--- src/rtl/lbc_cap_pkg.sv ---
// Shared definitions for the LED-band serial capture block: default geometry,
// drain FSM states and the bit_count width helper.
package lbc_cap_pkg;

    localparam int CH_DEFAULT   = 16;
    localparam int BITS_DEFAULT = 16;

    typedef enum logic {IDLE, DRAIN} cap_state_t;

    // One spare bit beyond what SR_BITS needs, so an over-long frame stays visible
    function automatic int bc_width(input int srBits);
        return $clog2(srBits + 1) + 1;
    endfunction

endpackage

--- src/rtl/lbc_sync_edge.sv ---
// Two-flop synchronizer with a one-cycle rise pulse on the synchronized signal.
module lbc_sync_edge (
    input  logic clk,
    input  logic rst,
    input  logic d,
    output logic s,
    output logic rise
);

    logic r_meta;
    logic r_sync;
    logic r_prev;

    always_ff @(posedge clk) begin
        if (rst) begin
            r_meta <= 1'b0;
            r_sync <= 1'b0;
            r_prev <= 1'b0;
        end else begin
            r_meta <= d;
            r_sync <= r_meta;
            r_prev <= r_sync;
        end
    end

    assign s    = r_sync;
    assign rise = r_sync & ~r_prev;

endmodule

--- src/rtl/lbc_serial_capture.sv ---
// Rebuilds the LED-driver shift-register image from SCLK/SOUT/LAT and replays it
// per channel on a valid/ready stream. Optional GCLK counter: LBC_CAP_GCLK_COUNT_EN.
module lbc_serial_capture
    import lbc_cap_pkg::*;
#(
    parameter int CH      = CH_DEFAULT,
    parameter int BITS    = BITS_DEFAULT,
    parameter int SR_BITS = CH * BITS
) (
    input  logic                           clk,
    input  logic                           rst,
    input  logic                           sclk_in,
    input  logic                           sin,
    input  logic                           lat_in,
    input  logic                           gclk_in,
    output logic [BITS-1:0]                out_data,
    output logic [$clog2(CH)-1:0]          out_ch,
    output logic                           out_last,
    output logic                           out_valid,
    input  logic                           out_ready,
    output logic [bc_width(SR_BITS)-1:0]   bit_count,
    output logic                           len_err,
    output logic                           overrun_err
`ifdef LBC_CAP_GCLK_COUNT_EN
    ,
    output logic [31:0]                    gclk_count
`endif
);

    localparam int                BC_W      = bc_width(SR_BITS);
    localparam int                CH_W      = $clog2(CH);
    localparam logic [BC_W-1:0]   SR_BITS_C = BC_W'(SR_BITS);
    localparam logic [BC_W-1:0]   RUN_MAX   = '1;
    localparam logic [CH_W-1:0]   LAST_CH   = CH_W'(CH - 1);

    cap_state_t r_state;
    cap_state_t w_stateNext;

    logic [SR_BITS-1:0] r_sr;
    logic [SR_BITS-1:0] r_latImg;
    logic [BC_W-1:0]    r_runCnt;
    logic [BC_W-1:0]    r_bitCount;
    logic [CH_W-1:0]    r_ch;
    logic               r_lenErr;
    logic               r_overrunErr;

    logic               w_sclkS;
    logic               w_sclkRise;
    logic               w_sinS;
    logic               w_sinRise;
    logic               w_latS;
    logic               w_latRise;
    logic               w_outValid;
    logic               w_latchAccept;
    logic               w_handshake;
    logic [SR_BITS-1:0] w_srNext;
    logic [BC_W-1:0]    w_runNext;
    logic [BITS-1:0]    w_words [CH];
    logic               w_unusedSync;

    lbc_sync_edge u_sclkSync (.clk(clk), .rst(rst), .d(sclk_in), .s(w_sclkS), .rise(w_sclkRise));
    lbc_sync_edge u_sinSync  (.clk(clk), .rst(rst), .d(sin),     .s(w_sinS),  .rise(w_sinRise));
    lbc_sync_edge u_latSync  (.clk(clk), .rst(rst), .d(lat_in),  .s(w_latS),  .rise(w_latRise));

    assign w_unusedSync = w_sclkS & w_sinRise & w_latS;

    // The shift lands before a coincident latch, so the copy sees that bit
    assign w_srNext  = w_sclkRise ? {r_sr[SR_BITS-2:0], w_sinS} : r_sr;
    assign w_runNext = (w_sclkRise && (r_runCnt != RUN_MAX)) ? r_runCnt + 1'b1 : r_runCnt;

    always_ff @(posedge clk) begin
        if (rst) begin
            r_state <= IDLE;
        end else begin
            r_state <= w_stateNext;
        end
    end

    always_comb begin
        w_stateNext   = r_state;
        w_outValid    = 1'b0;
        w_latchAccept = 1'b0;
        case (r_state)
            IDLE: begin
                if (w_latRise) begin
                    w_latchAccept = 1'b1;
                    w_stateNext   = DRAIN;
                end
            end
            DRAIN: begin
                w_outValid = 1'b1;
                if (out_ready && (r_ch == LAST_CH)) begin
                    w_stateNext = IDLE;
                end
            end
            default: w_stateNext = IDLE;
        endcase
    end

    assign w_handshake = w_outValid & out_ready;

    always_ff @(posedge clk) begin
        if (rst) begin
            r_sr         <= '0;
            r_latImg     <= '0;
            r_runCnt     <= '0;
            r_bitCount   <= '0;
            r_ch         <= '0;
            r_lenErr     <= 1'b0;
            r_overrunErr <= 1'b0;
        end else begin
            r_sr     <= w_srNext;
            r_runCnt <= w_latRise ? '0 : w_runNext;
            if (w_latchAccept) begin
                r_latImg   <= w_srNext;
                r_bitCount <= w_runNext;
                r_lenErr   <= (w_runNext != SR_BITS_C);
                r_ch       <= '0;
            end else if (w_handshake && (r_ch != LAST_CH)) begin
                r_ch <= r_ch + 1'b1;
            end
            // A latch during drain is dropped; only the sticky flag records it
            if (w_latRise && (r_state == DRAIN)) begin
                r_overrunErr <= 1'b1;
            end
        end
    end

    for (genvar g = 0; g < CH; g++) begin : g_word
        assign w_words[g] = r_latImg[SR_BITS-1-g*BITS -: BITS];
    end

    assign out_data    = w_words[r_ch];
    assign out_ch      = r_ch;
    assign out_last    = w_outValid & (r_ch == LAST_CH);
    assign out_valid   = w_outValid;
    assign bit_count   = r_bitCount;
    assign len_err     = r_lenErr;
    assign overrun_err = r_overrunErr;

`ifdef LBC_CAP_GCLK_COUNT_EN
    logic        w_gclkS;
    logic        w_gclkRise;
    logic [31:0] r_gclkCnt;
    logic [31:0] r_gclkCount;
    logic        w_unusedGclk;

    lbc_sync_edge u_gclkSync (.clk(clk), .rst(rst), .d(gclk_in), .s(w_gclkS), .rise(w_gclkRise));

    assign w_unusedGclk = w_gclkS;

    // A GCLK rise sharing the latch cycle opens the new interval
    always_ff @(posedge clk) begin
        if (rst) begin
            r_gclkCnt   <= '0;
            r_gclkCount <= '0;
        end else if (w_latchAccept) begin
            r_gclkCount <= r_gclkCnt;
            r_gclkCnt   <= {31'd0, w_gclkRise};
        end else if (w_gclkRise) begin
            r_gclkCnt <= r_gclkCnt + 32'd1;
        end
    end

    assign gclk_count = r_gclkCount;
`else
    logic w_unusedGclk;
    assign w_unusedGclk = gclk_in;
`endif

endmodule

--- config.mk ---
export PLATFORM = sky130hd
export DESIGN_NAME = lbc_serial_capture
export DESIGN_NICKNAME = d
export VERILOG_FILES = /design/src/rtl/lbc_cap_pkg.sv /design/src/rtl/lbc_sync_edge.sv /design/src/rtl/lbc_serial_capture.sv
export SDC_FILE = /design/constraint.sdc
export NUM_CORES = 1
export LEC_CHECK = 0
export CAP_MARGIN = 0
export CORE_UTILIZATION = 53
export CTS_CLUSTER_SIZE = 12
export DETAILED_ROUTE_END_ITERATION = 8
export GPL_ROUTABILITY_DRIVEN = 0
export PLACE_DENSITY = 0.7
export SLEW_MARGIN = 20
export SYNTH_ARGS = -nofsm -noshare
export SYNTH_HDL_FRONTEND = slang
export SYNTH_SLANG_ARGS = --single-unit
--- constraint.sdc ---
create_clock -name clk -period 2.7 [get_ports clk]
set_clock_uncertainty 0.05 [all_clocks]
set_input_delay 0.27 -clock clk [delete_from_list [all_inputs] [get_ports clk]]
set_output_delay 0.27 -clock clk [all_outputs]
set_load 0.02 [all_outputs]
== After elaboration in Yosys (flattened, before gate mapping) ==
Cells that the tools add are included.
Cells by class
  add/subtract/negate cells: 2
  multipliers: 0
  div/mod/pow operators: 0
  magnitude comparators: 1
  equality and inequality tests: 4
  shift operators: 0
  muxes and demuxes: 10
  bitwise logic cells: 8
  reduce and logical (&&, ||, !) cells: 6
Operators with widths (count)
  two-way mux 256 bit: 1
  binary-select mux 16 bit (select 4 bit): 1
  two-way mux 16 bit: 2
  adder 10 x 1 -> 10 bit, second input constant: 1
  two-way mux 10 bit: 1
  inequality test 10 bit, second input constant: 1
  inequality test 10 x 9 -> 1 bit, second input constant: 1
  >= comparator 5 bit, second input constant: 1
  inverter 4 -> 5 bit: 1
  adder 4 x 1 -> 4 bit, second input constant: 1
  bitwise AND 1 bit: 4
  equality test 4 bit, second input constant: 1
  logical AND 1 bit: 4
  two-way mux 1 bit: 4
  inequality test 4 bit, second input constant: 1
  OR reduction 2 bit: 2
  inverter 1 bit: 3
  case mux 1 bit (2 select lines): 1
Word-level totals
  register bits: 547
  latch bits: 0
  RAM bits: 0
  memory bits (read-only): 0
  output and inout port bits: 34
  memories kept: 0

== Depth between registers and ports, before layout ==
Gate-level depths: netlist (run 1).
  word-level depth: 5
  gate-level depth with buffers: 7
  gate-level depth less buffers: 6

== Hierarchy ==
Synthesis (run 1) repeated with hierarchy kept, for this count alone.
Unflattened totals
  cell total of the unflattened synthesis: 1664
  area, all modules: 19895.3 um^2
By module, submodules not included
  lbc_serial_capture: instances 1, cells an instance 1643, area an instance 19632.6 um^2, seq. area each 10790.3 um^2
  lbc_sync_edge: instances 3, cells an instance 7, area an instance 87.6 um^2, seq. area each 60.1 um^2

== Least setup slack after synthesis (run 1) ==
OpenSTA, ideal clock, no wires.
  kind: flip-flop to output port
  start point: register r_ch[1] (netlist: out_ch[1])
  end point: output out_data[10]
  arrival: 1.934 ns
  path slack: 0.446 ns
  stages on the path, launching flop included: 5
  buffers on the path: 2
  path through: dfxtp_1 buf_2 buf_1 mux4_2 mux4_2
Between the ends
  word-level cells in the longest chain between the ends: 4
Ends and longest elaborated chain
  from (decl): RTL line lbc_serial_capture.sv:43  | logic [CH_W-1:0] r_ch;
  from (signal assigned): RTL line lbc_serial_capture.sv:120  | r_ch <= r_ch + 1'b1;
  inverter 4 -> 5 bit (implied by the code): RTL line lbc_serial_capture.sv:133  | assign out_data = w_words[r_ch];
  binary-select mux 16 bit (select 4 bit): RTL line lbc_serial_capture.sv:133
  two-way mux 16 bit (implied by the code) (2 in a row): RTL line lbc_serial_capture.sv:133
  to (decl): RTL line lbc_serial_capture.sv:16  | output logic [BITS-1:0] out_data,
Every way passes these cells. The select of a mux whose other input is x is not followed.

== Worst setup path after layout (run 1) ==
  start point: register r_ch[0] (netlist: out_ch[0])
  end point: output out_data[9]
Same word-level chain as after synthesis.

==> impl_metrics.yaml, run 1 <==
power:
  p_per_area_nw_per_um2: 719
  ir_worst_vdd_v: 0.000505
  leakage_uw: 0.00903
global_routing:
  grt_start_max_net_pins: 107
  global_route.usage.total_pct: 24.7
  grt_overflow_total: 0
  global_route_wire_length_before_repair_microns: 76000
  grt_antenna_before_repair: 0
  via_count_of_the_first_global_routing_pass: 14400
synth:
  most_repeated_cell_in_the_gate_level_netlist_after_synthesis: "dfxtp_1"
  syn_area_sq_um: 19700
  synthTopCellsByArea: "dfxtp_1 (56%), o22a_1 (11%), nand2_1 (10%)"
  synth.largest_area_cell: "dfxtp_1"
  synth-warning-count: 0
  synth_top_area_share_pct: 55.5
  ys.flop_type: "dfxtp_1"
  seq_area_frac_synth_pct: 55.5
  syn_inst: 1943
  syn_avg_cell_area_sq_um: 10.1
  yosys.cell_types.count: 46
  synth-edff-count: 0
  async_flop_share_pct: 0
  commonest_cells_in_the_netlist: "dfxtp_1 (547), nand2_1 (523), a21oi_1 (261)"
  ys_ff_latch: 547
  mappedNetlistNets: 1952
critical_path:
  regToRegEndpoint: "len_err$_SDFFE_PP0P_"
  ff2ff_setup_slack_ns: 0.65
  timing.critical_path.to_type: "primary output"
  critical_path_start_type: "flip-flop"
  r2r_cells: 6
  arrival_ns: 2.58
  setup.worst_path.end: "out_data[9]"
  required_ns: 2.38
  criticalPathCategory: "reg -> out"
  worstReg2RegStart: "r_runCnt[0]$_SDFF_PP0_"
  critical_path.max_fanout: 7
  cp-startpoint: "out_ch[0]$_SDFFE_PP0P_"
cells_and_area:
  finish.cell_count_without_fillers: 2417
  nets: 1932
  areaGrowthSynthToFinish_pct: 13.5
  antenna_cells_inserted: 0
  share_of_cells_above_drive_strength_1_pct: 11.5
routing:
  post-route-drc-count: 0
  post_drt_via_cell_ratio: 5.98
  detail_route.iter0.violations: 1223
  dr.pass1.iters: 5
  drt_wl_total_microns: 46600
  detail_route.wl_per_cell_microns: 19.3
  detailroute.via_count: 14500
  detail-route-antenna-nets: 0
sta:
  maxSlewViolCount: 0
  grt_setup_unrepaired: "true"
  timing.setup.tns_ns: -2.13
  layout_min_cycle_time_ns: 2.90
  min_period_over_period_pct: 107
  layout_setup_ws_ns: -0.196
  fin_worst_hold_slack_ns: 0.164
  slew_headroom_pct: 59.1
  finalSetupViolCount: 16
  maxClockFrequency_ghz: 0.345
  tightest_slew_ns: 0.613
  finalHoldViolations: 0
floorplan:
  placement_rows: 70
  dieArea_sq_um: 38000
  placeableCoreArea_sq_um: 36600
  initial_utilization_pct: 53.9
  io_pins: 41
  chipWidth_microns: 195
  fp.dieH_microns: 195
placement:
  numPortBuffers: 39
  dpl.hpwl_microns: 27600
  pre_cts_slack_ns: 0.0325
  dpl.cell_count: 2314
clock_tree:
  cts_tree: "done"
  max-clock-path-buffers: 3
  worst_skew_pair.late_latency_ns: 0.58
  clk_pin_slew_worst_paths_ns: 0.06
  cts-buffers-inserted: 54
  ctsRootBufferMaster: "clkbuf_16"
  cts_num_sinks: 547
  cts-htree-levels: 2
hold_path:
  hold_class: "in -> reg"
outcome:
  failed_checks: "setup timing"
  run_status: "finished with violations"
flow_run:
  max_cap_violations: 0
how the worst min path moves through the flow:
stage / from / to / slack [ns] / depth (start not counted)
2_1_floorplan: lat_in / u_latSync.r_meta$_SDFF_PP0_ / 0.35 / 1
3_3_place_gp: u_sinSync.r_meta$_SDFF_PP0_ / u_sinSync.s$_SDFF_PP0_ / 0.37 / 1
3_5_place_dp: u_sinSync.r_meta$_SDFF_PP0_ / u_sinSync.s$_SDFF_PP0_ / 0.38 / 1
4_1_cts: rst / bit_count[2]$_SDFFE_PP0P_ / 0.15 / 2
5_1_grt: lat_in / u_latSync.r_meta$_SDFF_PP0_ / 0.18 / 2
6_report: rst / bit_count[2]$_SDFFE_PP0P_ / 0.16 / 2
per-layer routing:
layer  routed length, microns  GRT usage (%)  vias to the layer above
li1                         -              -                     6822
met1                    21200           33.9                     7257
met2                    22000           40.1                      315
met3                     2410           4.37                       66
met4                      979           7.06                        0
met5                        0              0                        -
layout make-up:
class | count | area (sq um)
Sequential cell | 547 | 11000
Multi-Input combinational cell | 1227 | 8030
Tap cell | 468 | 586
Clock buffer | 78 | 1530
Clock inverter | 4 | 26.3
Inverter | 2 | 7.51
Timing Repair Buffer | 91 | 1230
Fill cell | 2949 | 14200
cell usage in the layout, fill, tap and decap left out, types with 2 or more instances in the layout:
| cell type | count |
|---|---|
| a211oi_1 | 5 |
| mux4_2 | 79 |
| o21a_1 | 3 |
| buf_8 | 3 |
| nand3_1 | 3 |
| clkdlybuf4s50_1 | 21 |
| nor2b_1 | 10 |
| dfxtp_4 | 2 |
| nand2_1 | 523 |
| a31oi_1 | 3 |
| xnor2_1 | 3 |
| clkbuf_16 | 56 |
| nand2b_1 | 4 |
| inv_1 | 2 |
| buf_12 | 25 |
| ha_1 | 2 |
| nor3_1 | 6 |
| clkinv_2 | 2 |
| buf_6 | 21 |
| mux2i_1 | 3 |
| nor2b_4 | 2 |
| xor2_1 | 4 |
| o22a_1 | 256 |
| a21oi_1 | 261 |
| o21ai_0 | 3 |
| nor2_1 | 28 |
| nor4_1 | 2 |
| clkbuf_1 | 16 |
| and4_1 | 2 |
| buf_16 | 3 |
| clkbuf_8 | 8 |
| buf_4 | 15 |
| dfxtp_1 | 544 |
| nand4_1 | 4 |
registers in the layout, indices dropped and copies added, names as in the netlist:
name / cells
r_latImg: 256
r_sr: 256
bit_count: 10
r_runCnt: 10
out_ch: 4
len_err: 1
overrun_err: 1
r_state: 1
u_latSync.r_meta: 1
u_latSync.r_prev: 1
u_latSync.s: 1
u_sclkSync.r_meta: 1
u_sclkSync.r_prev: 1
u_sclkSync.s: 1
u_sinSync.r_meta: 1
u_sinSync.s: 1
through the flow:
stage / cell area (sq um) / util, % / power [uW]
after floorplan: 19700 / - / 9140
after global placement: 20500 / 55.9 / 9370
after detailed placement: 20500 / 55.9 / 9390
after CTS: 22400 / 61.2 / 16200
after global routing: 22400 / 61.1 / 16600
final: 22400 / 61.1 / 16100
logic make-up (layout without fill, tap and decap cells):
| family | count (synthesis) | after routing | share of synthesized area (%) |
|---|---|---|---|
| muxes | 83 | 83 | 9.37 |
| xor gates and xnor gates | 7 | 7 | 0.311 |
| DFF | 547 | 547 | 55.5 |
| and+or+nand+nor | 596 | 596 | 11.9 |
| buffers and inverters | 169 | 175 | 3.85 |
| AOI/OAI and AO/OA | 539 | 539 | 18.9 |
| adders and majority gates | 2 | 2 | 0.127 |
timing repair:
item                                   CTS  global route
buffers inserted                        15             5
gates resized for setup                115             4
hold buffers                             0             0
gates cloned                             5             1
endpoints found under the hold margin    0             0
setup endpoints to repair               17            16
critical path, cell delays in order (launching register included):
cell     delay (ns)
dfxtp_4        0.38
buf_12         0.14
buf_12         0.13
buf_16         0.14
mux4_2         0.52
mux4_2         0.52
buf_6          0.16
power breakdown:
| part | internal [uW] | total, uW | switching, uW | leakage (uW) |
|---|---|---|---|---|
| Clock | 3870 | 6820 | 2950 | 0.000759 |
| Sequential | 8280 | 8400 | 117 | 0.00444 |
| Combinational | 395 | 868 | 473 | 0.00383 |
| Total | 12600 | 16100 | 3540 | 0.00903 |
(Power assumes the default switching activity.)
==> run 2, diff against run 1 <==
- TNS_END_PERCENT: not set -> 10
==> impl_metrics.yaml, run 2 (synthesis gave the netlist of run 1 again) <==
power:
  swShare_pct: 22.0
  power_frac_comb_pct: 5.3
  power.internal_uw: 12500
  leakage_uw: 0.00900
  total_switching_power_uw: 3530
  ir_worst_vdd_v: 0.000507
  p_per_area_nw_per_um2: 720
  relative_contribution_of_sequential_cells_to_total_power_pct: 52.2
  pwr-share-clk_pct: 42.4
global_routing:
  via_count_of_the_first_global_routing_pass: 14400
  grt_overflow_total: 0
  global_route.usage.total_pct: 24.6
  grt_start_max_net_pins: 107
  global_route_wire_length_before_repair_microns: 75800
  grt_antenna_before_repair: 0
routing:
  post_drt_via_cell_ratio: 5.99
  m1WireLength_microns: 21200
  detail-route-antenna-nets: 0
  detailroute.via_count: 14400
  dr.pass1.iters: 5
  highest_layer: "met4"
  post-route-drc-count: 0
  met2_wirelength_from_detailed_routing_microns: 22000
  detail_route.iter0.violations: 1209
  detail_route.wl_per_cell_microns: 19.3
  drt_wl_total_microns: 46500
  met3RoutedLength_microns: 2300
floorplan:
  placeableCoreArea_sq_um: 36600
  placement_rows: 70
  initial_utilization_pct: 53.9
  fp.dieH_microns: 195
  dieArea_sq_um: 38000
  io_pins: 41
  chipWidth_microns: 195
sta:
  maxSlewViolCount: 0
  layout_setup_ws_ns: -0.219
  layout_min_cycle_time_ns: 2.92
  slew_headroom_pct: 59.5
  maxClockFrequency_ghz: 0.343
  min_period_over_period_pct: 108
  grt_setup_unrepaired: "true"
  finalHoldViolations: 0
  finalSetupViolCount: 14
  fin_worst_hold_slack_ns: 0.170
  tightest_slew_ns: 0.608
clock_tree:
  worst_skew_pair.late_latency_ns: 0.59
  clk_pin_slew_worst_paths_ns: 0.06
  cts-buffers-inserted: 54
  cts_tree: "done"
  max-clock-path-buffers: 3
  cts_num_sinks: 547
  ctsHoldBuffers: 0
  ctsRootBufferMaster: "clkbuf_16"
  cts-htree-levels: 2
cells_and_area:
  layout_commonest_cell: "dfxtp_1"
  most-common-layout-cells: "dfxtp_1 (544), nand2_1 (523), a21oi_1 (261)"
  share_of_cells_above_drive_strength_1_pct: 11.3
  layout_top_registers: "r_latImg: 256 flops, r_sr: 256 flops"
  areaGrowthSynthToFinish_pct: 13.2
  finish.cell_count_without_fillers: 2412
  final_core_utilization_pct: 61.0
  nets: 1927
  antenna_cells_inserted: 0
hold_path:
  hold_class: "in -> reg"
critical_path:
  arrival_ns: 2.60
  critical_path.max_fanout: 6
  critical_path_start_type: "flip-flop"
  criticalPathCategory: "reg -> out"
  required_ns: 2.38
  timing.critical_path.to_type: "primary output"
placement:
  pre_cts_slack_ns: 0.0325
  numPortBuffers: 39
  dpl.hpwl_microns: 27600
  dpl.cell_count: 2314
outcome:
  failed_checks: "setup timing"
  run_status: "finished with violations"
flow_run:
  max_cap_violations: 0
[run 2: changes by cell type in the layout (fill, tap and decap cells not counted)]
cell       previous run  this run
buf_8                 3         1
buf_6                21        11
clkbuf_16            56        55
buf_4                15        13
buf_2                 0         6
buf_12               25        27
buf_16                3         5
[run 2: worst paths after layout]
path / cells after the start / from / slack [ns] / endpoint
max: 6 / out_ch[0]$_SDFFE_PP0P_ / -0.22 / out_data[9]
min: 2 / rst / 0.17 / bit_count[2]$_SDFFE_PP0P_
max reg2reg: 6 / r_runCnt[0]$_SDFF_PP0_ / 0.65 / len_err$_SDFFE_PP0P_
min reg2reg: 1 / u_sinSync.r_meta$_SDFF_PP0_ / 0.39 / u_sinSync.s$_SDFF_PP0_
[run 2: power by group through the flow]
stage / clock, uW / combinational [uW] / sequential, uW
2_1_floorplan: 0 / 601 / 8540
3_3_place_gp: 0 / 800 / 8570
3_5_place_dp: 0 / 814 / 8570
4_1_cts: 6910 / 859 / 8390
5_1_grt: 7260 / 920 / 8420
6_report: 6820 / 860 / 8400
[run 2: what timing repair did]
| action | in CTS | in global routing |
|---|---|---|
| gates cloned | 5 | 0 |
| setup buffers | 11 | 0 |
| gates resized for setup | 96 | 6 |
| setup endpoints to repair | 17 | 16 |
[run 2: metrics by stage]
| stage | total power [uW] | instance area [sq um] | TNS (ns) |
|---|---|---|---|
| after global routing | 16600 | 22300 | -3.48 |
| after CTS | 16200 | 22300 | -2.89 |
| after global placement | 9370 | 20500 | 0 |
| after floorplan | 9140 | 19700 | 0 |
| final | 16100 | 22300 | -2.51 |
| after detailed placement | 9390 | 20500 | 0 |
[run 2: routing by layer]
layer	global-route usage, %	vias up
li1	-	6806
met1	33.8	7257
met2	40.1	317
met3	4.37	68
met4	6.91	0
met5	0	-
[run 2: final cells by class]
cell class                      instances  area [sq um]
Multi-Input combinational cell       1227          8030
Timing Repair Buffer                   86          1180
Clock buffer                           78          1530
Tap cell                              468           586
Fill cell                            2953         14300
Inverter                                2          7.51
Sequential cell                       547         11000
Clock inverter                          4          26.3
[run 2: critical path, stage by stage, from the launching register on]
cell,delay [ns]
dfxtp_4,0.39
buf_12,0.15
buf_12,0.13
buf_16,0.14
mux4_2,0.53
mux4_2,0.52
buf_6,0.16
